`config.mk`:
```
export PLATFORM = sky130hd
export DESIGN_NAME = vga_console_writer
export DESIGN_NICKNAME = d
export VERILOG_FILES = /design/src/rtl/vga_text_pkg.sv /design/src/rtl/vga_cursor_addr.sv /design/src/rtl/vga_console_writer.sv
export SDC_FILE = /design/constraint.sdc
export NUM_CORES = 1
export LEC_CHECK = 0
export CAP_MARGIN = 20
export CORE_MARGIN = 4
export CORE_UTILIZATION = 59
export CTS_BUF_LIST = sky130_fd_sc_hd__clkbuf_8
export CTS_CLUSTER_SIZE = 8
export DETAILED_ROUTE_END_ITERATION = 12
export PLACE_DENSITY = 0.83
export RECOVER_POWER = 25
export SETUP_SLACK_MARGIN = 0.02
export SLEW_MARGIN = 20
export SYNTH_ARGS = -nofsm -noshare
export SYNTH_HDL_FRONTEND = slang
export SYNTH_SLANG_ARGS = --single-unit
```
`constraint.sdc`:
```
create_clock -name clk -period 3.6 [get_ports clk]
set_input_delay 0.72 -clock clk [delete_from_list [all_inputs] [get_ports clk]]
set_output_delay 0.72 -clock clk [all_outputs]
set_load 0.005 [all_outputs]
```
`src/rtl/vga_text_pkg.sv`:
```
// Shared text-mode constants for the VGA console writer and the scan-out engine.
// Holds the screen geometry, the vmem layout of the text buffer, the control
// codes the writer decodes, and the writer state encoding.
package vga_text_pkg;

  localparam int unsigned COLS         = 80;
  localparam int unsigned ROWS         = 60;
  localparam int unsigned VMEMSTART    = 1024;
  localparam int unsigned AW           = 13;
  localparam int unsigned ROWW         = 6;
  localparam int unsigned COLW         = 7;
  localparam int unsigned CELLS        = COLS * ROWS;
  localparam int unsigned VMEMEND      = VMEMSTART + CELLS;
  localparam int unsigned SCROLL_CELLS = COLS * (ROWS - 1);

  localparam logic [7:0] BLANK = 8'h20;
  localparam logic [7:0] CH_BS = 8'h08;
  localparam logic [7:0] CH_LF = 8'h0A;
  localparam logic [7:0] CH_FF = 8'h0C;
  localparam logic [7:0] CH_CR = 8'h0D;
  localparam logic [7:0] CH_SO = 8'h0E;
  localparam logic [7:0] CH_SI = 8'h0F;

  typedef enum logic [2:0] {
    CLR_ALL,
    IDLE,
    PUT,
    SCR_RD,
    SCR_WR,
    CLR_ROW
  } state_t;

endpackage

```
`src/rtl/vga_cursor_addr.sv`:
```
// Cursor row/column counters and cell address generation.
// Ports:
//   clk, rst            clock, asynchronous active-low reset
//   home                cursor to 0/0
//   step                advance after a printed glyph (wraps at the last column)
//   newline             column 0, next row
//   cr                  column 0
//   bs                  column - 1 unless already at column 0
//   row, col            registered cursor position
//   addr_c              vmem address of the cursor cell
//   addr_bs_c           vmem address of the cell left of the cursor
//   wrap_c              cursor sits in the last column
//   scroll_c            cursor sits in the last row: a row advance needs a scroll
import vga_text_pkg::*;

module vga_cursor_addr (
  input  logic                clk,
  input  logic                rst,
  input  logic                home,
  input  logic                step,
  input  logic                newline,
  input  logic                cr,
  input  logic                bs,
  output logic [ROWW-1:0]     row,
  output logic [COLW-1:0]     col,
  output logic [AW-1:0]       addr_c,
  output logic [AW-1:0]       addr_bs_c,
  output logic                wrap_c,
  output logic                scroll_c
);

  logic [ROWW-1:0] row_inc;

  assign wrap_c    = (col == COLW'(COLS - 1));
  assign scroll_c  = (row == ROWW'(ROWS - 1));
  // The last row never advances; the top module scrolls the buffer instead.
  assign row_inc   = scroll_c ? row : row + ROWW'(1);
  assign addr_c    = AW'(VMEMSTART) + AW'(row) * AW'(COLS) + AW'(col);
  assign addr_bs_c = addr_c - AW'(1);

  // Cursor position register
  always_ff @(posedge clk or negedge rst) begin
    if (!rst) begin
      row <= '0;
      col <= '0;
    end else if (home) begin
      row <= '0;
      col <= '0;
    end else if (newline) begin
      row <= row_inc;
      col <= '0;
    end else if (cr) begin
      col <= '0;
    end else if (bs) begin
      if (col != '0) col <= col - COLW'(1);
    end else if (step) begin
      if (wrap_c) begin
        row <= row_inc;
        col <= '0;
      end else begin
        col <= col + COLW'(1);
      end
    end
  end

endmodule

```
`src/rtl/vga_console_writer.sv`:
```
// Terminal-style writer for the 80x60 text buffer in vmem.
// Accepts bytes over valid/ready, prints glyphs at the cursor, decodes
// BS/LF/FF/CR, and scrolls by copying rows up and blanking the last row.
// Optional feature macro: CONSOLE_ATTR_EN (SO/SI set/clear a sticky attribute
// bit that is ORed into bit 7 of printed glyphs).
// Ports:
//   clk, rst            clock, asynchronous active-low reset
//   in_data/in_valid    byte stream in; in_ready high only in IDLE
//   vmem_addr/we/wdata  vmem port; addr and we registered
//   vmem_rdata          vmem read data, one cycle after the address
//   cursor_row/col      registered cursor position
//   busy                scroll or clear in progress
import vga_text_pkg::*;

module vga_console_writer (
  input  logic            clk,
  input  logic            rst,
  input  logic [7:0]      in_data,
  input  logic            in_valid,
  output logic            in_ready,
  output logic [AW-1:0]   vmem_addr,
  output logic [7:0]      vmem_wdata,
  output logic            vmem_we,
  input  logic [7:0]      vmem_rdata,
  output logic [ROWW-1:0] cursor_row,
  output logic [COLW-1:0] cursor_col,
  output logic            busy
);

  state_t        state, state_d;
  logic [AW-1:0] cnt, cnt_d;
  logic [7:0]    byte_q, byte_d;
  logic [AW-1:0] addr_d;
  logic [7:0]    wdata_q, wdata_d;
  logic          we_d;
  logic          cmd_home, cmd_step, cmd_newline, cmd_cr, cmd_bs, row_adv;
  logic [AW-1:0] cell_addr_c, bs_addr_c;
  logic          wrap_c, scroll_c;
  logic [7:0]    glyph_c;

`ifdef CONSOLE_ATTR_EN
  logic attr, attr_d;
  assign glyph_c = {in_data[7] | attr, in_data[6:0]};
`else
  assign glyph_c = in_data;
`endif

  function automatic logic is_ctrl(input logic [7:0] b);
    is_ctrl = (b == CH_BS) || (b == CH_LF) || (b == CH_FF) || (b == CH_CR)
`ifdef CONSOLE_ATTR_EN
              || (b == CH_SO) || (b == CH_SI)
`endif
              ;
  endfunction

  vga_cursor_addr u_cursor (
    .clk       (clk),
    .rst       (rst),
    .home      (cmd_home),
    .step      (cmd_step),
    .newline   (cmd_newline),
    .cr        (cmd_cr),
    .bs        (cmd_bs),
    .row       (cursor_row),
    .col       (cursor_col),
    .addr_c    (cell_addr_c),
    .addr_bs_c (bs_addr_c),
    .wrap_c    (wrap_c),
    .scroll_c  (scroll_c)
  );

  // The copy data comes straight from the BRAM read port during SCR_WR so a
  // row copy keeps to two cycles per cell on the single vmem port.
  assign vmem_wdata = (state == SCR_WR) ? vmem_rdata : wdata_q;

  // State and registered outputs
  always_ff @(posedge clk or negedge rst) begin
    if (!rst) begin
      state     <= CLR_ALL;
      cnt       <= '0;
      byte_q    <= '0;
      vmem_addr <= AW'(VMEMSTART);
      wdata_q   <= '0;
      vmem_we   <= 1'b0;
      in_ready  <= 1'b0;
      busy      <= 1'b0;
`ifdef CONSOLE_ATTR_EN
      attr      <= 1'b0;
`endif
    end else begin
      state     <= state_d;
      cnt       <= cnt_d;
      byte_q    <= byte_d;
      vmem_addr <= addr_d;
      wdata_q   <= wdata_d;
      vmem_we   <= we_d;
      in_ready  <= (state_d == IDLE);
      busy      <= (state_d != IDLE) && (state_d != PUT);
`ifdef CONSOLE_ATTR_EN
      attr      <= attr_d;
`endif
    end
  end

  // Next state; vmem controls are computed for the cycle being entered so the
  // registered port shows the access belonging to the current state.
  always_comb begin
    state_d     = state;
    cnt_d       = cnt;
    byte_d      = byte_q;
    addr_d      = vmem_addr;
    wdata_d     = wdata_q;
    we_d        = 1'b0;
    cmd_home    = 1'b0;
    cmd_step    = 1'b0;
    cmd_newline = 1'b0;
    cmd_cr      = 1'b0;
    cmd_bs      = 1'b0;
    row_adv     = 1'b0;
`ifdef CONSOLE_ATTR_EN
    attr_d      = attr;
`endif
    unique case (state)
      CLR_ALL: begin
        if (cnt == AW'(CELLS)) begin
          state_d = IDLE;
        end else begin
          addr_d  = AW'(VMEMSTART) + cnt;
          wdata_d = BLANK;
          we_d    = 1'b1;
          cnt_d   = cnt + AW'(1);
        end
      end
      IDLE: begin
        if (in_valid) begin
          byte_d  = in_data;
          state_d = PUT;
          if (in_data == CH_BS) begin
            if (cursor_col != '0) begin
              addr_d  = bs_addr_c;
              wdata_d = BLANK;
              we_d    = 1'b1;
            end
          end else if (!is_ctrl(in_data)) begin
            addr_d  = cell_addr_c;
            wdata_d = glyph_c;
            we_d    = 1'b1;
          end
        end
      end
      PUT: begin
        state_d = IDLE;
        case (byte_q)
          CH_FF: begin
            // Cell 0 is issued here so the clear takes exactly CELLS cycles.
            cmd_home = 1'b1;
            state_d  = CLR_ALL;
            addr_d   = AW'(VMEMSTART);
            wdata_d  = BLANK;
            we_d     = 1'b1;
            cnt_d    = AW'(1);
          end
          CH_LF: begin
            cmd_newline = 1'b1;
            row_adv     = 1'b1;
          end
          CH_CR: cmd_cr = 1'b1;
          CH_BS: cmd_bs = 1'b1;
`ifdef CONSOLE_ATTR_EN
          CH_SO: attr_d = 1'b1;
          CH_SI: attr_d = 1'b0;
`endif
          default: begin
            cmd_step = 1'b1;
            row_adv  = wrap_c;
          end
        endcase
        if (row_adv && scroll_c) begin
          state_d = SCR_RD;
          cnt_d   = '0;
          addr_d  = AW'(VMEMSTART + COLS);
        end
      end
      SCR_RD: begin
        state_d = SCR_WR;
        addr_d  = AW'(VMEMSTART) + cnt;
        we_d    = 1'b1;
      end
      SCR_WR: begin
        if (cnt == AW'(SCROLL_CELLS - 1)) begin
          state_d = CLR_ROW;
          cnt_d   = '0;
          addr_d  = AW'(VMEMSTART + SCROLL_CELLS);
          wdata_d = BLANK;
          we_d    = 1'b1;
        end else begin
          state_d = SCR_RD;
          cnt_d   = cnt + AW'(1);
          addr_d  = AW'(VMEMSTART + COLS) + cnt + AW'(1);
        end
      end
      CLR_ROW: begin
        if (cnt == AW'(COLS - 1)) begin
          state_d = IDLE;
        end else begin
          cnt_d   = cnt + AW'(1);
          addr_d  = AW'(VMEMSTART + SCROLL_CELLS) + cnt + AW'(1);
          wdata_d = BLANK;
          we_d    = 1'b1;
        end
      end
      default: state_d = CLR_ALL;
    endcase
  end

endmodule

```
---- After elaboration in Yosys (flattened, before gate mapping) ----
Index checks and enable logic that the tools add are counted.
storage, ports and cells
  RAM bits ................................ 0
  bits in read-only memories .............. 0
  register bits after elaboration ......... 61
  latch bits .............................. 0
  memories ................................ 0
operators by class
  add/subtract/negate cells ............... 12
  shifts and indexed selects .............. 0
  $lt $le $gt $ge ......................... 0
  reductions and logical operators ........ 21
  equality and inequality tests ........... 32
  bitwise operators ....................... 0
  muxes and demuxes ....................... 67
  multipliers ............................. 1
  divide/modulo/power cells ............... 0
operators with widths
  operator                                             number
  two-way mux 13 bit                                   14
  case mux 13 bit (6 select lines)                     1
  two-way mux 8 bit                                    9
  == test 8 x 4 -> 1 bit (second input constant)       8
  case mux 13 bit (4 select lines)                     1
  two-way mux 7 bit                                    7
  two-way mux 6 bit                                    7
  case mux 8 bit (5 select lines)                      1
  adder 11 x 13 -> 13 bit (first input constant)       3
  adder 13 x 1 -> 13 bit (second input constant)       3
  == test 13 bit (second input constant)               2
  two-way mux 1 bit                                    19
  case mux 3 bit (6 select lines)                      1
  two-way mux 3 bit                                    5
  adder 13 bit (first input constant)                  1
  adder 13 x 7 -> 13 bit                               1
  == test 13 x 7 -> 1 bit (second input constant)      1
  subtractor 13 x 1 -> 13 bit (second input constant)  1
  inequality test 3 bit (second input constant)        4
  nonzero test 5 bit                                   2
  multiplier 6 x 3 -> 9 bit (second input constant)    1
  AND reduction 4 bit                                  2
  AND reduction 8 bit                                  1
  adder 7 x 1 -> 7 bit (second input constant)         1
  25 further kinds                                     37

---- Longest topological paths before layout ----
  word-level depth ........................ 9
  gate-level depth with buffers ........... 12
  mapped depth without buffers ............ 11

---- Modules after synthesis ----
Synthesis repeated with hierarchy kept, for this count alone.
unflattened totals
  cell total of the unflattened synthesis .. 579
  area total of the unflattened synthesis .. 4870.9 µm²
modules (own cells, without submodules)
  module              sequential area each (µm²)  area an instance (µm²)  times used  cells each
  vga_console_writer  1202.4                      3445.8                  1           410
  vga_cursor_addr     325.3                       1425.1                  1           169

---- Worst setup path after synthesis ----
No wires, ideal clock.
  path type ............................... flip-flop to flip-flop
  start point ............................. register u_cursor.row[1]
  end point ............................... register vmem_addr[12]
  slack ................................... 585 ps
  buffers on the path ..................... 0
  stages on the path, launching flop included .. 12
  required time ........................... 3476 ps
  arrival time ............................ 2891 ps
  path through ............................ dfrtp_1 > ha_1 > ha_1 > fa_1 > xnor2_1 > nor3b_2 > nand2b_1 > maj3_1 > o221ai_1 > a211o_1 > nand2_1 > o31a_1
between the ends
  word-level cells in the longest chain between the ends .. 8
  elaborated cells between the ends (all ways) .. 14
ends and longest elaborated chain
  what                              line                       text
  start: declaration                vga_cursor_addr.sv:24      output logic [ROWW-1:0] row,
  start signal: assignment          vga_cursor_addr.sv:50      row <= row_inc;
  start signal: assignment          vga_cursor_addr.sv:58      row <= row_inc;
  multiplier 6 x 3 -> 9 bit         vga_cursor_addr.sv:38      assign addr_c = AW'(VMEMSTART) + AW'(row) * AW'(COLS) + AW'(col);
  adder 11 x 13 -> 13 bit           vga_cursor_addr.sv:38
  adder 13 x 7 -> 13 bit            vga_cursor_addr.sv:38
  subtractor 13 x 1 -> 13 bit       vga_cursor_addr.sv:39      assign addr_bs_c = addr_c - AW'(1);
  two-way mux 13 bit                vga_console_writer.sv:139  if (cursor_col != '0) begin
  two-way mux 13 bit                vga_console_writer.sv:138  if (in_data == CH_BS) begin
  two-way mux 13 bit                vga_console_writer.sv:135  if (in_valid) begin
  case mux 13 bit (6 select lines)  vga_console_writer.sv:123  unique case (state)
  end signal: assignment            vga_console_writer.sv:82   vmem_addr <= AW'(VMEMSTART);
  end signal: assignment            vga_console_writer.sv:94   vmem_addr <= addr_d;
  end: declaration                  vga_console_writer.sv:21   output logic [AW-1:0] vmem_addr,
Several ways; a longest one is shown, not always the timed one. The select of a mux whose other input is x is not followed.
A chain may end at the register's enable or synchronous reset.

---- Worst setup path after layout ----
Same ends and word-level chain as after synthesis.

==> flow_summary.yaml <==
flow_run:
  maxCapViolations: 1
timing:
  final_hold_viol_count: 0
  fin_crit_ns: 3.31
  max_freq_mhz: 302
  layout_worst_path_cycle_share_pct: 91.9
  fin_skew_ns: 0.0107
  grt_setup_unrepaired: "false"
  timing.setup.tns_ns: 0
  setup_viol: 0
  slew_headroom_pct: -12.1
  maxSlewViolCount: 32
  worst_slew_pin_slew_ns: 1.68
global_routing:
  grt.overflow.total: 0
  antenna_found_initial: 0
  track_usage_pct: 27.6
  grt_max_degree: 32
  grt_pass1_vias: 4468
  grt_pass1_wl_microns: 22100
cells_and_area:
  final_cell_mix: "nand2_1 (74), nor2_1 (62), dfrtp_1 (60)"
  final_nets: 657
  antenna_cells: 0
  syn2layout_area_growth_pct: 16.4
  n_fill_cell: 642
  instances_no_fill: 726
  drive_gt1_share_pct: 12.9
  mostFrequentLayoutCell: "nand2_1"
run_status:
  violations: "capacitance limit, slew limit"
  status: "finished, violations left"
worst_hold_path:
  min_delay_worst_endpoint: "vmem_addr[10]"
  hold_path_depth: 2
  hp-class: "reg2reg"
  hp-start: "vmem_addr[10]"
critical_path:
  cp-start-kind: "flop"
  critPathCaptureType: "flop"
  worstPathRequired_ns: 3.84
  path_class: "reg2reg"
  r2r_start: "u_cursor.row[1]"
  cp.arrival_ns: 3.55
  reg2regPathDepth: 11
  r2r_slack_ns: 0.29
  cp_max_fo: 7
  reg2reg_to: "vmem_addr[12]"
route:
  wl_met3_microns: 955
  highest_layer: "met4"
  detail_route.iter0.violations: 438
  vias_per_cell: 6.40
  dr.pass1.iters: 5
  detail_route.wl_per_cell_microns: 18.3
  met2WireLength_microns: 6480
  wl_microns: 13300
  drc: 0
  postRouteAntennaNets: 0
  vias: 4643
  wl_met1_microns: 5450
floorplanning:
  die_width_microns: 99.3
  dieArea_sq_um: 9850
  initial_core_util_pct: 60.1
  rows: 33
  core_sq_um: 8180
  io_pins: 56
  die_height_microns: 99.3
yosys:
  ys_seq_area_share_pct: 31.1
  synth.avg_cell_area_sq_um: 8.58
  synth_nets: 614
  synth_cell_types: 91
  synth_seq_cells: 61
  synth-edff-count: 0
  synth_flop_cell: "dfrtp_1"
  synth_cells: 573
  yosys_warnings: 0
  synthArstFlopShare_pct: 100
  synth_area_sq_um: 4910
power_and_ir_drop:
  peakVddDrop_mv: 0.241
  powerDensity_nw_per_um2: 261
  p_leak_nw: 2.47
clocking:
  insertion_delay_ns: 0.35
  ctsResizeCount: 0
  clk_pin_slew_ns: 0.08
  clock-sinks: 61
  clk_path_buf_depth: 2
  cts_setup_buffers: 0
  cts_buffers: 9
  cts_tree: "done"
  cts-hold-fix-buffers: 0
  cts_max_level: 3
  cts_root_buffer: "clkbuf_8"
placement:
  dp.cells: 710
  gp_congestion: 0.930
  io_buffer_count: 55
  dp_hpwl_microns: 9730
sequential cells by signal, summed over array words and instances, names as in the netlist:
| name | cells |
|---|---|
| busy | 1 |
| byte_q | 8 |
| cnt | 13 |
| in_ready | 1 |
| state | 3 |
| u_cursor.col | 7 |
| u_cursor.row | 6 |
| vmem_addr | 13 |
| vmem_we | 1 |
| wdata_q | 8 |
worst max path at each step:
stage	start	cells past startpoint	endpoint	slack (ns)
finish	u_cursor.row[1]	11	vmem_addr[12]	0.29
global route	u_cursor.row[1]	11	vmem_addr[11]	0.06
CTS	u_cursor.row[1]	11	vmem_addr[12]	0.30
detailed placement	u_cursor.row[1]	11	vmem_addr[12]	0.30
global placement	u_cursor.row[1]	11	vmem_addr[12]	0.48
floorplan	u_cursor.row[1]	11	vmem_addr[12]	0.58
through the flow:
stage          hold WS, ns  power [W]  cell area [sq um]  utilization [%]  setup WS [ns]
3_3_place_gp         0.457   0.000765               5490             67.2          0.476
5_1_grt              0.498    0.00154               5720             70.0         0.0600
3_5_place_dp         0.467   0.000767               5490             67.2          0.301
6_report             0.476    0.00149               5720             70.0          0.293
2_1_floorplan        0.424   0.000717               4910                -          0.585
4_1_cts              0.430    0.00150               5730             70.0          0.303
final cells by class:
type	instances	area (sq um)	share of cell area [%]
repair buffers	65	617	10.8
clock inverters	5	81.3	1.42
multi-input cells	461	3150	55.0
clock buffers	11	151	2.65
well taps	105	131	2.30
flip-flops and latches	61	1530	26.7
inverters	18	67.6	1.18
cells by family after synthesis:
family	synth area share, %
multiplexers	4.18
AND/OR/NAND/NOR	23.2
AO/OA/AOI/OAI	23.7
adder cells (fa/ha/maj)	6.11
XOR/XNOR	6.75
flip-flops	31.1
buffers and inverters	4.91
routing by layer:
layer	GRT usage, %	up-vias
met1	36.7	2202
met5	0	-
li1	-	2156
met3	4.28	47
met4	11.8	0
met2	44.9	238
report_power, final:
group / switching (W) / total [W] / internal [W]
combinational: 0.0000308 / 0.0000628 / 0.0000319
sequential: 0.00000245 / 0.000690 / 0.000688
clock: 0.000310 / 0.000739 / 0.000429
cell usage after synthesis (3+ instances only):
library cell,number,share of area (%)
mux2i_1,7,1.4
o21ai_0,29,3.0
nand2b_1,6,0.76
o22ai_1,8,1.0
a22o_1,7,1.2
a211oi_1,3,0.46
inv_1,17,1.3
mux2_2,9,2.1
or2_1,3,0.38
nand4b_1,3,0.53
o31ai_2,8,2.0
and3_1,4,0.51
buf_1,3,0.23
xnor2_1,22,3.9
nor4_1,3,0.38
xor2_1,14,2.5
o21ai_1,18,1.8
nand2_1,74,5.7
nor2b_1,6,0.76
a211o_1,4,0.71
nand3_1,18,1.8
nor3_1,10,1.0
a22oi_1,3,0.46
buf_4,5,0.76
nor3b_1,3,0.46
buf_2,13,1.3
a21oi_1,26,2.6
nor2_1,62,4.7
a31o_2,3,0.53
clkbuf_1,10,0.76
dfrtp_1,60,31
a21o_1,6,0.92
nand4_1,4,0.51
o32ai_1,3,0.53
a31oi_1,4,0.51
or3_1,4,0.51
ha_1,20,5.1
a221oi_1,4,0.71
o41ai_2,4,1.3
critical path, cell delays in order, from the launching register on:
cell	delay, ns
dfrtp_1	0.49
ha_1	0.35
ha_1	0.23
fa_1	0.40
xnor2_1	0.36
nor3b_2	0.13
nand2b_1	0.19
maj3_1	0.37
o221ai_1	0.21
a211o_1	0.14
nand2_1	0.05
o31a_1	0.27
Note: power is estimated with default switching activity, not from simulation.
